**config.mk**
```make
export PLATFORM = sky130hd
export DESIGN_NAME = frac_sad_search
export DESIGN_NICKNAME = d
export VERILOG_FILES = /design/src/rtl/frac_sad_search.sv
export SDC_FILE = /design/constraint.sdc
export NUM_CORES = 2
export LEC_CHECK = 0
export BUFFER_PORTS_ARGS = -buffer_cell sky130_fd_sc_hd__buf_2
export CAP_MARGIN = 5
export CORE_ASPECT_RATIO = 1.4
export CORE_MARGIN = 1.5
export CORE_UTILIZATION = 37
export DETAILED_ROUTE_END_ITERATION = 10
export PLACE_DENSITY = 0.53
export SLEW_MARGIN = 30
export SYNTH_ARGS = -nofsm -noshare
export SYNTH_HDL_FRONTEND = slang
export SYNTH_SLANG_ARGS = --single-unit
```
**constraint.sdc**
```tcl
create_clock -name clk -period 11.9 [get_ports clk]
set_input_delay 2.38 -clock clk [delete_from_list [all_inputs] [get_ports clk]]
set_output_delay 2.38 -clock clk [all_outputs]
set_load 0.02 [all_outputs]
```
**src/rtl/frac_sad_search.sv**
```systemverilog
// Fractional-pel SAD search: bilinear int/half-H/half-V/half-HV candidates per row, best-SAD pick per block.
// Optional FRAC_SAD_ALL_EN adds the sad_all port carrying all four final SADs.
module frac_sad_search #(
    parameter int BLK_W = 8,
    parameter int BLK_H = 8,
    parameter int PIX_W = 8,
    localparam int SAD_W = PIX_W + $clog2(BLK_W * BLK_H)
) (
    input  logic                       clk,
    input  logic                       reset,
    input  logic                       in_valid,
    output logic                       in_ready,
    input  logic                       in_sob,
    input  logic [(BLK_W+1)*PIX_W-1:0] filter_pix,
    input  logic [BLK_W*PIX_W-1:0]     ref_pix,
    output logic                       out_valid,
    input  logic                       out_ready,
    output logic [1:0]                 best_idx,
    output logic [SAD_W-1:0]           best_sad
`ifdef FRAC_SAD_ALL_EN
    ,
    output logic [4*SAD_W-1:0]         sad_all
`endif
);

    localparam int ROW_W = $clog2(BLK_H + 1);

    typedef enum logic [1:0] {IDLE, RUN, CMP, DONE} state_t;

    state_t                     state, state_nxt;
    logic [(BLK_W+1)*PIX_W-1:0] p_row;
    logic [SAD_W-1:0]           acc     [4];
    logic [SAD_W-1:0]           row_sad [4];
    logic [ROW_W-1:0]           row_cnt;
    logic                       rdy_en;
    logic                       accept;
    logic [1:0]                 min_idx;
    logic [SAD_W-1:0]           min_sad;

    function automatic logic [PIX_W-1:0] avg2(input logic [PIX_W-1:0] u, input logic [PIX_W-1:0] v);
        logic [PIX_W+1:0] s;
        s = {2'b00, u} + {2'b00, v} + (PIX_W+2)'(1);
        return s[PIX_W:1];
    endfunction

    function automatic logic [PIX_W-1:0] avg4(input logic [PIX_W-1:0] u, input logic [PIX_W-1:0] v,
                                              input logic [PIX_W-1:0] w, input logic [PIX_W-1:0] z);
        logic [PIX_W+1:0] s;
        s = {2'b00, u} + {2'b00, v} + {2'b00, w} + {2'b00, z} + (PIX_W+2)'(2);
        return s[PIX_W+1:2];
    endfunction

    function automatic logic [PIX_W-1:0] absd(input logic [PIX_W-1:0] u, input logic [PIX_W-1:0] v);
        return (u > v) ? (u - v) : (v - u);
    endfunction

    assign accept = in_valid && in_ready;

    // Per-row SAD of the four candidates; P is row y, filter_pix is row y+1.
    always_comb begin : sad_row
        logic [PIX_W-1:0] a, b, c, d, r;
        a = '0; b = '0; c = '0; d = '0; r = '0;
        for (int unsigned i = 0; i < 4; i++) row_sad[i] = '0;
        for (int unsigned x = 0; x < BLK_W; x++) begin
            a = p_row[x*PIX_W +: PIX_W];
            b = p_row[(x+1)*PIX_W +: PIX_W];
            c = filter_pix[x*PIX_W +: PIX_W];
            d = filter_pix[(x+1)*PIX_W +: PIX_W];
            r = ref_pix[x*PIX_W +: PIX_W];
            row_sad[0] = row_sad[0] + SAD_W'(absd(a, r));
            row_sad[1] = row_sad[1] + SAD_W'(absd(avg2(a, b), r));
            row_sad[2] = row_sad[2] + SAD_W'(absd(avg2(a, c), r));
            row_sad[3] = row_sad[3] + SAD_W'(absd(avg4(a, b, c, d), r));
        end
    end

    // Strict less-than keeps the lowest index on ties.
    always_comb begin
        min_idx = 2'd0;
        min_sad = acc[0];
        for (int unsigned i = 1; i < 4; i++) begin
            if (acc[i] < min_sad) begin
                min_idx = 2'(i);
                min_sad = acc[i];
            end
        end
    end

    always_ff @(posedge clk or negedge reset) begin
        if (!reset) state <= IDLE;
        else        state <= state_nxt;
    end

    always_comb begin
        state_nxt = state;
        unique case (state)
            IDLE: if (accept && in_sob) state_nxt = RUN;
            RUN:  if (accept && !in_sob && row_cnt == ROW_W'(BLK_H - 1)) state_nxt = CMP;
            CMP:  state_nxt = DONE;
            DONE: if (out_ready) state_nxt = IDLE;
            default: state_nxt = IDLE;
        endcase
    end

    always_comb begin
        in_ready  = rdy_en && (state == IDLE || state == RUN);
        out_valid = (state == DONE);
    end

    always_ff @(posedge clk or negedge reset) begin
        if (!reset) begin
            rdy_en   <= 1'b0;
            p_row    <= '0;
            row_cnt  <= '0;
            best_idx <= '0;
            best_sad <= '0;
            for (int unsigned i = 0; i < 4; i++) acc[i] <= '0;
`ifdef FRAC_SAD_ALL_EN
            sad_all  <= '0;
`endif
        end else begin
            rdy_en <= 1'b1;
            if (accept) begin
                if (in_sob) begin
                    p_row   <= filter_pix;
                    row_cnt <= '0;
                    for (int unsigned i = 0; i < 4; i++) acc[i] <= '0;
                end else if (state == RUN) begin
                    p_row   <= filter_pix;
                    row_cnt <= row_cnt + ROW_W'(1);
                    for (int unsigned i = 0; i < 4; i++) acc[i] <= acc[i] + row_sad[i];
                end
            end
            if (state == CMP) begin
                best_idx <= min_idx;
                best_sad <= min_sad;
`ifdef FRAC_SAD_ALL_EN
                for (int unsigned i = 0; i < 4; i++) sad_all[i*SAD_W +: SAD_W] <= acc[i];
`endif
            end
        end
    end

endmodule

```
### Word-level counts from Yosys, hierarchy flattened

Index checks and enable logic that the tools add are counted.
Widths: inputs -> output; s select.

* add/subtract/negate cells: 153
* $lt $le $gt $ge: 35
* equal/unequal tests: 7
* mux-type cells: 48
* reduce and logical (&&, ||, !) cells: 11

Operators with widths (count)
* $sub 8x8->8: 64
* $gt 8x8->1: 32
* $mux 8: 32
* $add 8x8->9: 20
* $add 9x1->9 const B: 16
* $mux 72: 2
* $add 9x8->10: 12
* $mux 56: 2
* $add 10x2->10 const B: 8
* $add 10x8->10: 8
* $add 13x8->14: 4
* $add 14x14->14: 4
* $add 14x8->14: 4
* $add 12x8->13: 4
* $add 11x8->12: 4
* $add 10x8->11: 4
* $lt 14x14->1: 3
* $mux 14: 3
* $mux 2: 5
* $mux 4: 2
* $pmux 2 s4: 1
* $logic_and 1x1->1: 5
* $add 4x1->4 const B: 1
* $eq 2x2->1 const B: 2
* 11 further kinds: 12

* flip-flop bits (word level): 151
* input bits: 141
* output and inout bits: 18
* word-level logic and storage cells: 264

### Logic depth before layout (Yosys ltp)

* depth in word-level cells: 16
* mapped depth: 45
* gate-level depth less buffers: 44

### Worst setup path before layout

Ideal clock, no wire load.

* path kind: input to register
* start point: input filter_pix[58]
* end point: register acc[11] (netlist bit)
* library setup time: 0.140 ns
* arrival time: 10.063 ns
* required time: 11.760 ns
* setup slack: 1.698 ns
* stages on the path: 37
* cells stage by stage: inv_1 fa_1 inv_1 ha_1 nor2b_1 nor2_1 nor2b_1 o21a_1 o21ai_0 a21oi_1 o21a_1 nor2_1 xnor2_1 ha_1 o21a_1 o22ai_1 a21oi_1 mux2_2 xnor2_1 fa_1 inv_1 fa_1 fa_1 inv_1 fa_1 inv_1 ha_1 a21o_1 a21oi_1 o21ai_0 a21oi_1 nor2b_1 o21a_1 o22a_1 a21oi_1 xor2_1 o22ai_1

* cells in the longest elaborated chain, start to end: 9
* elaborated cells on any way between the ends: 18
* classes of those cells: add/sub: 12; order compare: 2; mux: 4

RTL lines
* start, declared: RTL line 14 `input logic [(BLK_W+1)*PIX_W-1:0] filter_pix,`
* $add 10x8->10 or $add 9x8->10 (tied branches): RTL line 49 `s = {2'b00, u} + {2'b00, v} + {2'b00, w} + {2'b00, z} + (PIX_W+2)'(2);`
* $add 10x2->10 or $add 10x8->10 (tied branches): RTL line 49
* $sub 8x8->8 (tied with other cells): RTL line 54 `return (u > v) ? (u - v) : (v - u);`
* $mux 8 (tied with other cells): RTL line 54
* $add 13x8->14 or $mux 8 (tied branches): RTL line 73, 54
* $add 14x8->14 (*): RTL line 73 `row_sad[3] = row_sad[3] + SAD_W'(absd(avg4(a, b, c, d), r));`
* $add 14x14->14 (*): RTL line 131 `for (int unsigned i = 0; i < 4; i++) acc[i] <= acc[i] + row_sad[i];`
* $mux 56 (*): RTL line 128 `end else if (state == RUN) begin`
* $mux 56 (*): RTL line 124 `if (in_sob) begin`
* end, declared: RTL line 32 `logic [SAD_W-1:0] acc [4];`

Every way passes the cells marked *; elsewhere a longest branch is shown, timed or not. The select of a mux whose other input is x is not followed.
A chain may end at the register's enable or synchronous reset.

### Final worst setup path

* start point: input filter_pix[25]
* end point: register acc[12] (netlist bit)

* cells in the longest elaborated chain, start to end: 13
* elaborated cells on any way between the ends: 22
* classes of those cells: add/sub: 16; order compare: 2; mux: 4

RTL lines (RTL line)
* $add 10x8->10 or $add 9x8->10 (tied branches): 49
* $add 10x2->10 or $add 10x8->10 (tied branches): 49
* $sub 8x8->8 (tied with other cells): 54
* $mux 8 (tied with other cells): 54
* $add 9x8->10 or $mux 8 (tied branches): 73, 54
* $add 10x8->11 (*): 73
* $add 11x8->12 (*): 73
* $add 12x8->13 (*): 73
* $add 13x8->14 (*): 73
* $add 14x8->14 (*): 73
* $add 14x14->14 (*): 131
* $mux 56 (*): 128
* $mux 56 (*): 124

Marks and branches as above.

==> impl_metrics.csv <==
group,metric,value,unit
global_route,antenna_found_initial,1,
placed_design,place.gp.congestion,0.9382,
clock_network,post-cts-setup-buffers,0,
yosys,synth_edf_count,0,
yosys,synth_cells,4666,
clock_network,cts_buffer_depth,2,
clock_network,cts.sinks,151,
floorplan,dieArea,112500,um^2
routing,routed-via-count,32700,
worst_setup_path,r2r.worst_path.cells,42,
global_route,grt_pass1_vias,33970,
clock_network,clock_latency,0.56,ns
timing,slew_violations,0,
routing,drc,0,
routing,wl_per_cell,22.73,um
clock_network,h-tree-depth,4,
global_route,grt_max_degree,63,
cells_and_area,layout_common_cells,"inv_1 (866), ha_1 (820), fa_1 (348), a21oi_1 (311), xnor2_1 (272)",
cells_and_area,area_delta_synth_final,7.754,%
worst_setup_path,cp.required,12.31,ns
worst_setup_path,cpPeakStageDelay,0.66,ns
floorplan,io_pins,159,
timing,timing.final.crit_period,10.81,ns
floorplan,core,109700,um^2
timing,max_freq,92.48,MHz
worst_setup_path,crit_buf_inv,6,
cells_and_area,seq_area,3779,um^2
yosys,synthArstFlopShare,1.000,
cells_and_area,final_cells,6270,
cells_and_area,final_common_cell,"inv_1",
yosys,synthDistinctLibCells,62,
yosys,synth_top_area_frac,0.2510,
global_route,grt_usage,0.2550,
routing,postRouteAntennaNets,0,
yosys,synth_nets,5975,
global_route,use_met3,0.02101,
timing,hold_viol,0,
worst_setup_path,crit_arrival,11.23,ns
floorplan,dieHeight,396.3,um
clock_network,root_buffer,"clkbuf_16",
cells_and_area,fillers,11190,
yosys,synth.avg_cell_area,8.759,um^2
worst_setup_path,critPathTopFamily,"adder cells",
worst_setup_path,crit_top_cell,"a21oi_1",
timing,setup_viol,0,
clock_network,path_clk_slew,0.08,ns
routing,drt_iter0_drc,1534,
yosys,synth_seq_cells,151,
cells_and_area,insertedDiodeCount,0,
clock_network,cts_buffers,17,
clock_network,cts_tree,"done",
yosys,synth_area,40870,um^2
yosys,synthTopCellsByArea,"ha_1 (25%), fa_1 (17%), dfrtp_1 (9.2%)",
min_path,hold_path.class,"flop to flop",
cells_and_area,drive_gt1_frac,0.06590,
timing,finalCritPeriodShare,0.9087,
worst_setup_path,slowest_stage,"fa_1",
yosys,yosysSeqAreaShare,0.09245,
job,cap_violations,0,
cells_and_area,fin_util,0.4014,
worst_setup_path,cp.depth,40,
timing,slew_headroom,0.3548,
global_route,grt_remaining_overflow,0,
yosys,synth_top_area_cell,"ha_1",
yosys,yosys_warnings,0,
cells_and_area,multiInputGateArea,33620,um^2
routing,wl,142500,um
global_route,grt_pass1_wl,212400,um
worst_setup_path,crit_type,"primary input to flop",
global_route,grt-busiest-layer,"met2",
timing,setup_slack,1.087,ns
worst_setup_path,crit_path_start_kind,"primary input",
worst_setup_path,crit_path_end_kind,"flop",
timing,rsz0062_at_grt,"false",
placed_design,dpl.cell_count,6237,
global_route,use_met2,0.4723,
timing,finalSetupTns,0,ns
placed_design,portBuffers,158,
outcome,outcome,"complete, no violations",
timing,skew,0.02514,ns
clock_network,holdBufCountCts,0,
worst_setup_path,worstPathMaxFanout,6,
min_path,hold_depth,2,
routing,dr.pass1.iters,5,
placed_design,place_ws,0.5740,ns
floorplan,rows,144,
cells_and_area,fin_nets,6106,
placed_design,place_hpwl,123600,um
timing,tightest_slew,0.9660,ns
floorplan,fp.dieW,283.9,um
floorplan,start_util,0.3725,
global_route,gr-usage-met1,0.2932,
clock_network,ctsResizeCount,0,
routing,viasPerCell,5.215,
yosys,ys.flop_type,"dfrtp_1",
worst min-delay path: cells and delay by family (launching register included):
kind | cells | cell delay [ns]
flip-flops | 1 | 0.36
AND/OR/NAND/NOR | 2 | 0.10
cells in the mapped netlist, types with 4 or more instances:
cell and number:
a31oi_1 15, nand2_1 216, a21oi_1 312, and3_1 22
a211o_1 7, o2bb2ai_1 5, o21ai_0 221, clkbuf_1 51
nand4_1 69, and2_1 24, xnor2_1 272, xor2_1 161
a21o_1 222, o211ai_1 8, nand3_1 38, nand2b_1 45
a221o_1 17, ha_1 820, buf_1 10, a22oi_1 4
a211oi_1 29, o221ai_1 6, inv_1 866, o22a_1 18
nor2_1 127, o32ai_1 4, nor2b_1 93, fa_1 348
or2_2 10, a21boi_0 10, dfrtp_1 151, nor3_1 33
o21bai_1 61, o22ai_1 34, mux2i_1 151, o21ai_1 4
o31ai_1 5, o21a_1 30, a221oi_1 18, o211a_1 4
or3_1 9, mux2_2 87
path summary, 6_finish.rpt:
check | startpoint | endpoint | slack [ns]
min in group asynchronous | reset | state[0] | 1.81
max in group asynchronous | reset | p_row[21] | 8.72
setup reg to reg | p_row[49] | acc[11] | 1.31
setup / recovery | filter_pix[25] | acc[12] | 1.09
hold / removal | p_row[69] | p_row[69] | 0.49
hold reg to reg | p_row[69] | p_row[69] | 0.49
metal layers:
metal	wire [um]	up-vias
met5	13	-
met4	7209	2
met3	3755	215
met2	73520	628
met1	58010	16020
li1	-	15840
sequential cells by signal, indices dropped and copies added, names as in the netlist:
name,flops
acc,56
best_idx,2
best_sad,14
p_row,72
rdy_en,1
row_cnt,4
state,2
per-stage QoR:
step	cell area [um^2]	hold slack (ns)
after floorplan	40870	0.4428
after global placement	43390	0.4636
after detailed placement	43400	0.4684
after CTS	44030	0.4877
after global routing	44040	0.5252
final	44040	0.4856
cell type report:
cell class	instances	share of cell area
multi-input combinational	3585	0.7635
sequential	151	0.08580
inverter	866	0.07381
tap	1460	0.04148
timing repair buffer	176	0.02134
clock buffer	17	0.009659
clock inverter	15	0.004460
cells by family (layout without fill, tap and decap cells):
| family | after synthesis | in the layout | share of synthesized area |
|---|---|---|---|
| mux | 238 | 238 | 0.06095 |
| other cells | 1 | 1 | 0.00009175 |
| compound gates | 1052 | 1052 | 0.1632 |
| flops | 151 | 151 | 0.09245 |
| buf+inv | 930 | 1074 | 0.08581 |
| xor+xnor | 433 | 433 | 0.09279 |
| simple gates | 693 | 693 | 0.08321 |
| fa+ha+maj | 1168 | 1168 | 0.4215 |
Power is left out: the tool's default activity adds up to more than one toggle a clock period on the data nets, which glitch-free logic cannot reach.
